===== src/rtl/div_ctrl.sv =====
// ============================================================================
// Module      : div_ctrl
// Description : Multi-cycle radix-2 restoring DIV/DIVU sequencer for EX stage.
//               Optional macro DIV_EARLY_OUT_EN: skip iterations when
//               |dividend| < |divisor|.
// Revision    : 1.0 - initial release
// ============================================================================
`default_nettype none

module div_ctrl #(
  parameter int WIDTH = 32
) (
  input  logic               clk,
  input  logic               rst,
  input  logic               start,
  input  logic               signed_div,
  input  logic [WIDTH-1:0]   opdata1,
  input  logic [WIDTH-1:0]   opdata2,
  input  logic               annul,
  output logic [2*WIDTH-1:0] result,
  output logic               ready,
  output logic               stallreq,
  output logic               busy
);

  localparam int CNT_W = (WIDTH > 1) ? $clog2(WIDTH) : 1;
  localparam logic [CNT_W-1:0] c_last = CNT_W'(WIDTH - 1);

  typedef enum logic [1:0] {
    S_IDLE   = 2'd0,
    S_BYZERO = 2'd1,
    S_ON     = 2'd2,
    S_END    = 2'd3
  } state_t;

  state_t             r_state;
  logic [CNT_W-1:0]   r_cnt;
  logic [2*WIDTH-1:0] r_rq;
  logic [WIDTH-1:0]   r_divisor;
  logic               r_signed;
  logic               r_sign1;
  logic               r_sign2;

  logic [WIDTH-1:0]   w_abs1;
  logic [WIDTH-1:0]   w_abs2;
  logic [WIDTH:0]     w_trial;
  logic [2*WIDTH-1:0] w_next;
  logic [WIDTH-1:0]   w_quo;
  logic [WIDTH-1:0]   w_rem;
  logic [2*WIDTH-1:0] w_fixed;

  // -2^(WIDTH-1) negates to itself, which is the correct unsigned magnitude
  assign w_abs1 = (signed_div && opdata1[WIDTH-1]) ? -opdata1 : opdata1;
  assign w_abs2 = (signed_div && opdata2[WIDTH-1]) ? -opdata2 : opdata2;

  // Upper WIDTH+1 bits of the left-shifted register minus the divisor
  assign w_trial = r_rq[2*WIDTH-1:WIDTH-1] - {1'b0, r_divisor};
  assign w_next  = w_trial[WIDTH] ? {r_rq[2*WIDTH-2:0], 1'b0}
                                  : {w_trial[WIDTH-1:0], r_rq[WIDTH-2:0], 1'b1};
  assign w_quo   = w_next[WIDTH-1:0];
  assign w_rem   = w_next[2*WIDTH-1:WIDTH];

  assign w_fixed = {(r_signed && r_sign1)             ? -w_rem : w_rem,
                    (r_signed && (r_sign1 ^ r_sign2)) ? -w_quo : w_quo};

  assign stallreq = start & ~ready & ~annul;
  assign busy     = (r_state != S_IDLE);

  always_ff @(posedge clk or negedge rst) begin
    if (!rst) begin
      r_state   <= S_IDLE;
      r_cnt     <= '0;
      r_rq      <= '0;
      r_divisor <= '0;
      r_signed  <= 1'b0;
      r_sign1   <= 1'b0;
      r_sign2   <= 1'b0;
      result    <= '0;
      ready     <= 1'b0;
    end else if (annul) begin
      r_state <= S_IDLE;
      r_cnt   <= '0;
      ready   <= 1'b0;
      result  <= '0;
    end else begin
      case (r_state)
        S_IDLE: begin
          if (start) begin
            r_signed  <= signed_div;
            r_sign1   <= signed_div & opdata1[WIDTH-1];
            r_sign2   <= signed_div & opdata2[WIDTH-1];
            r_divisor <= w_abs2;
            r_rq      <= {{WIDTH{1'b0}}, w_abs1};
            r_cnt     <= '0;
            if (opdata2 == '0) begin
              r_state <= S_BYZERO;
            end
`ifdef DIV_EARLY_OUT_EN
            else if (w_abs1 < w_abs2) begin
              r_state <= S_END;
              ready   <= 1'b1;
              result  <= {opdata1, {WIDTH{1'b0}}};
            end
`endif
            else begin
              r_state <= S_ON;
            end
          end
        end
        S_BYZERO: begin
          r_state <= S_END;
          ready   <= 1'b1;
          result  <= '0;
        end
        S_ON: begin
          r_rq  <= w_next;
          r_cnt <= r_cnt + CNT_W'(1);
          if (r_cnt == c_last) begin
            r_state <= S_END;
            ready   <= 1'b1;
            result  <= w_fixed;
          end
        end
        S_END: begin
          if (!start) begin
            r_state <= S_IDLE;
            ready   <= 1'b0;
            result  <= '0;
          end
        end
        default: r_state <= S_IDLE;
      endcase
    end
  end

endmodule

`default_nettype wire


===== config.mk =====
export PLATFORM = sky130hd
export DESIGN_NAME = div_ctrl
export DESIGN_NICKNAME = d
export VERILOG_FILES = /design/src/rtl/div_ctrl.sv
export SDC_FILE = /design/constraint.sdc
export NUM_CORES = 1
export LEC_CHECK = 0
export CORE_UTILIZATION = 60
export DETAILED_ROUTE_END_ITERATION = 10
export GPL_TIMING_DRIVEN = 0
export PLACE_DENSITY = 0.94
export SLEW_MARGIN = 30
export SYNTH_ARGS = -nofsm -noshare
export SYNTH_HDL_FRONTEND = slang
export SYNTH_SLANG_ARGS = --single-unit

===== constraint.sdc =====
create_clock -name clk -period 15.65 [get_ports clk]
set_input_delay 3.13 -clock clk [delete_from_list [all_inputs] [get_ports clk]]
set_output_delay 3.13 -clock clk [all_outputs]
set_load 0.05 [all_outputs]

After elaboration in Yosys (flattened, before gate mapping)

Cells that the tools add are included.

Add/sub/neg operators: 6
Multipliers: 0
Divide/modulo/power cells: 0
$lt $le $gt $ge: 0
Equal/unequal tests: 8
Shift-type cells: 0
Mux-type cells: 24
Bitwise gates (word level): 7
Reductions and logical operators: 15

Operator list:

| kind                                                                  | count |
|---|---|
| 64-bit 2-to-1 mux                                                     | 5 |
| 64-bit case mux with 3 select lines                                   | 1 |
| 32-bit 2-to-1 mux                                                     | 4 |
| 32-bit negation                                                       | 4 |
| 64-bit case mux with 2 select lines                                   | 1 |
| 33-bit by 32-bit subtractor with 33-bit output                        | 1 |
| 32-bit zero test                                                      | 1 |
| 3-bit AND reduction                                                   | 4 |
| 2-bit 2-to-1 mux                                                      | 5 |
| 5-bit 2-to-1 mux                                                      | 2 |
| 5-bit case mux with 2 select lines                                    | 1 |
| 3-bit inequality test, second input constant                          | 3 |
| 2-bit case mux with 4 select lines                                    | 1 |
| 5-bit by 1-bit adder with 5-bit output, second input constant         | 1 |
| 5-bit equality test, second input constant                            | 1 |
| 1-bit AND                                                             | 4 |
| 2-bit equality test, second input constant                            | 2 |
| 1-bit logical AND                                                     | 4 |
| 2-bit nonzero test                                                    | 2 |
| 4-bit nonzero test                                                    | 1 |
| 1-bit 2-to-1 mux                                                      | 3 |
| 1-bit case mux with 3 select lines                                    | 1 |
| 3-bit nonzero test                                                    | 1 |
| 2-bit by 1-bit equality test with 1-bit output, second input constant | 1 |
| 5 further kinds                                                       | 6 |

Register bits after elaboration: 171
Bits in latches: 0
RAM bits: 0
Bits in read-only memories: 0
Input bits: 69
Logic and storage cells: 69
Memories: 0

Longest topological paths before layout

Depth in word-level cells: 7
Depth in mapped cells: 25

Least setup slack after synthesis

OpenSTA, ideal clock, no wires.

Path type: input to output
Start point: input port annul
End point: output port stallreq
Data arrival time: 4502 ps
Path slack: 8018 ps
Cell stages on the path: 2
Path buffers: 1
Path through: clkbuf_1 -> nor3b_1

Longest elaborated chain between the ends: 2

RTL lines:

| item                            | line | RTL |
|---|---|---|
| start, declared                 | 19   | `input logic annul,` |
| 1-bit inverter (no source line) | n/a  |  |
| 1-bit AND                       | 66   | `assign stallreq = start & ~ready & ~annul;` |
| end, declared                   | 22   | `output logic stallreq,` |

Every way passes these cells.

Worst setup path in the final report

Same ends and word-level chain as after synthesis.

==> run metrics <==
critical path arrival=5.19 ns; clock period minus worst slack=8.32 ns; cts bufs inserted=17; critical hold path startpoint=r_divisor[14]; Synth Register Bits=171; clock sink total=171; Post-synth top flop=dfrtp_1; Hold-fix buffers, CTS=0; sequential fraction of the synthesis area=0.356; Final Util=0.731; gr usage total=0.367; Hold Fails Final Rpt=0; clock root buffer=clkbuf_16; EDFF count, synth=0; die area=20,600 um2; global route total overflow=0; Cell Area, Synth=12,000 um2; Mean Syn Cell Area=8.14 um2; Setup TNS Final=0 ns; Critical Path Fanout Max=10; Final Setup Violations=0; worst r2r src=r_rq[31]; vias in the first global route=11,300; share of layout cells above drive strength 1=0.0493; nature of the critical path startpoint=input pin; most common cell after layout, fill and taps aside=nand2_1; Worst-Skew Late Latency=0.44 ns; Routed WL=36,800 um; Post-CTS Resized=0; Post-DP HPWL=28,500 um; Die Y=143 um; die width=143 um; Post-layout nets=1,742; Initial Util=0.615; Setup Crit Path Kind=input pin to output pin; GP Congestion=0.995; worst-margin pin slew=0.841 ns; Port Buf Inserts=135; H-tree Lvls=4; io pins=136; clock-pin slew on the worst setup and hold paths=0.07 ns; Clock Tree Buf Depth=2; Setup WS pre-CTS=7.36 ns; most frequent cells in the layout=nand2_1 (232), o21ai_0 (192), dfrtp_1 (171), clkdlybuf4s50_1 (134), nor2_1 (112); post-CTS setup buffer count=0; drt drc=0; core region area=19,500 um2; reg-to-reg setup timing slack=8.85 ns; worst-case hold slack=0.480 ns; global-route wire length before repair=58,400 um; RSZ-0062 raised after global routing=no; vias=12,100; Ys Warns=0; synth-to-layout area growth=18.9%; drt wl/cell=19.3 um; Critical Path RT=12.52 ns; CTS tree=done; end of the critical path=stallreq; worst setup margin=7.33 ns; largest net degree at the start of global routing=93; max-cap violation count=0; Critical Path End Type=output pin; initial antenna violation count=0; drt pass-1 iters=8; worst relative slew slack=0.434; CP Launch Point=annul; Net Count, Synth=1,586; Worst Skew=0.00987 ns; post-route ant nets=0; initial DRC count=1,302; average via count per standard cell=6.35; worst r2r path cells=24; fmax=120 MHz; crit share post-route=0.532; outcome=finished clean; Distinct cells, synth=86; Mapped Cells=1,475; Async S/R FF share, synth=1.00; row count=51; Min-Delay Path Class=flop to flop; reg2reg end=result[58]; Slew Viols, Final=0
-- flip-flops by register name, summed over array words and instances (netlist names) --
signal,count
r_cnt,5
r_divisor,32
r_rq,64
r_sign1,1
r_sign2,1
r_signed,1
r_state,2
ready,1
result,64
-- cell type report --
class / count / area, um2
repair buffers: 137 / 1390
diodes: 1 / 2.50
flip-flops and latches: 171 / 4280
fillers: 1527 / 5240
plain buffers: 71 / 304
clock inverters: 13 / 110
multi-input cells: 1174 / 7210
well taps: 265 / 332
clock buffers: 19 / 433
inverters: 59 / 221
-- Yosys cell counts (all sizes together), types with 3 or more instances --
cell | n | share of area
a2111oi | 5 | 0.0073
a211oi | 9 | 0.0060
a21o | 8 | 0.0050
a21oi | 103 | 0.044
a221oi | 3 | 0.0022
a22o | 13 | 0.0095
a22oi | 4 | 0.0025
a31oi | 17 | 0.0089
a41oi | 6 | 0.0044
and2 | 9 | 0.0047
and3 | 7 | 0.0036
and4 | 4 | 0.0029
buf | 18 | 0.0086
clkbuf | 53 | 0.017
dfrtp | 171 | 0.36
ha | 41 | 0.043
inv | 59 | 0.018
mux2 | 3 | 0.0028
mux2i | 19 | 0.016
nand2 | 232 | 0.073
nand2b | 8 | 0.0042
nand3 | 16 | 0.0067
nand4 | 9 | 0.0047
nand4b | 3 | 0.0022
nor2 | 113 | 0.036
nor2b | 7 | 0.0036
nor3 | 29 | 0.012
nor3b | 6 | 0.0038
nor4 | 14 | 0.0085
nor4b | 4 | 0.0059
o2111ai | 3 | 0.0022
o211ai | 8 | 0.0054
o21a | 5 | 0.0033
o21ai | 213 | 0.089
o21bai | 7 | 0.0044
o22ai | 16 | 0.0083
o31a | 3 | 0.0022
o31ai | 19 | 0.012
o41ai | 10 | 0.0073
or2 | 4 | 0.0021
or3 | 15 | 0.0082
or4 | 15 | 0.010
xnor2 | 70 | 0.052
xor2 | 68 | 0.050
-- worst max-delay path, stage by stage --
cell             delay [ns]
clkdlybuf4s50_1        0.58
clkbuf_1               0.30
nor3b_1                0.31
clkdlybuf4s50_1        0.87
-- metal layers --
layer / vias up / track usage / routed length [um]
met3: 144 / 0.0673 / 4020
met4: 0 / 0.175 / 1720
li1: 5586 / - / -
met1: 5654 / 0.486 / 14400
met5: - / 0 / 0
met2: 743 / 0.581 / 16700
-- cells by family after synthesis --
kind of cell	count (synthesis)	synth area share
buffers and inverters	130	0.0438
flip-flops	171	0.356
XOR/XNOR	138	0.101
AO/OA/AOI/OAI	472	0.240
multiplexers	22	0.0186
adder cells (fa/ha/maj)	42	0.0444
AND/OR/NAND/NOR	500	0.195
-- worst min path at each step --
stage,endpoint,slack [ns],depth (start not counted)
6_report,r_divisor[14],0.48,2
5_1_grt,r_divisor[8],0.50,2
4_1_cts,r_divisor[14],0.48,2
3_5_place_dp,r_divisor[14],0.47,2
3_3_place_gp,r_divisor[8],0.46,2
2_1_floorplan,r_divisor[10],0.45,2
-- stage by stage --
stage / instance area [um2] / std cells
global route: 14300 / 1909
CTS: 14300 / 1909
finish: 14300 / 1910
global placement: 13700 / 1875
detailed placement: 13700 / 1877
floorplan: 12000 / 1475
Power is not shown: default switching activity piles up to over one toggle a cycle in this logic, so the estimate is an artifact.
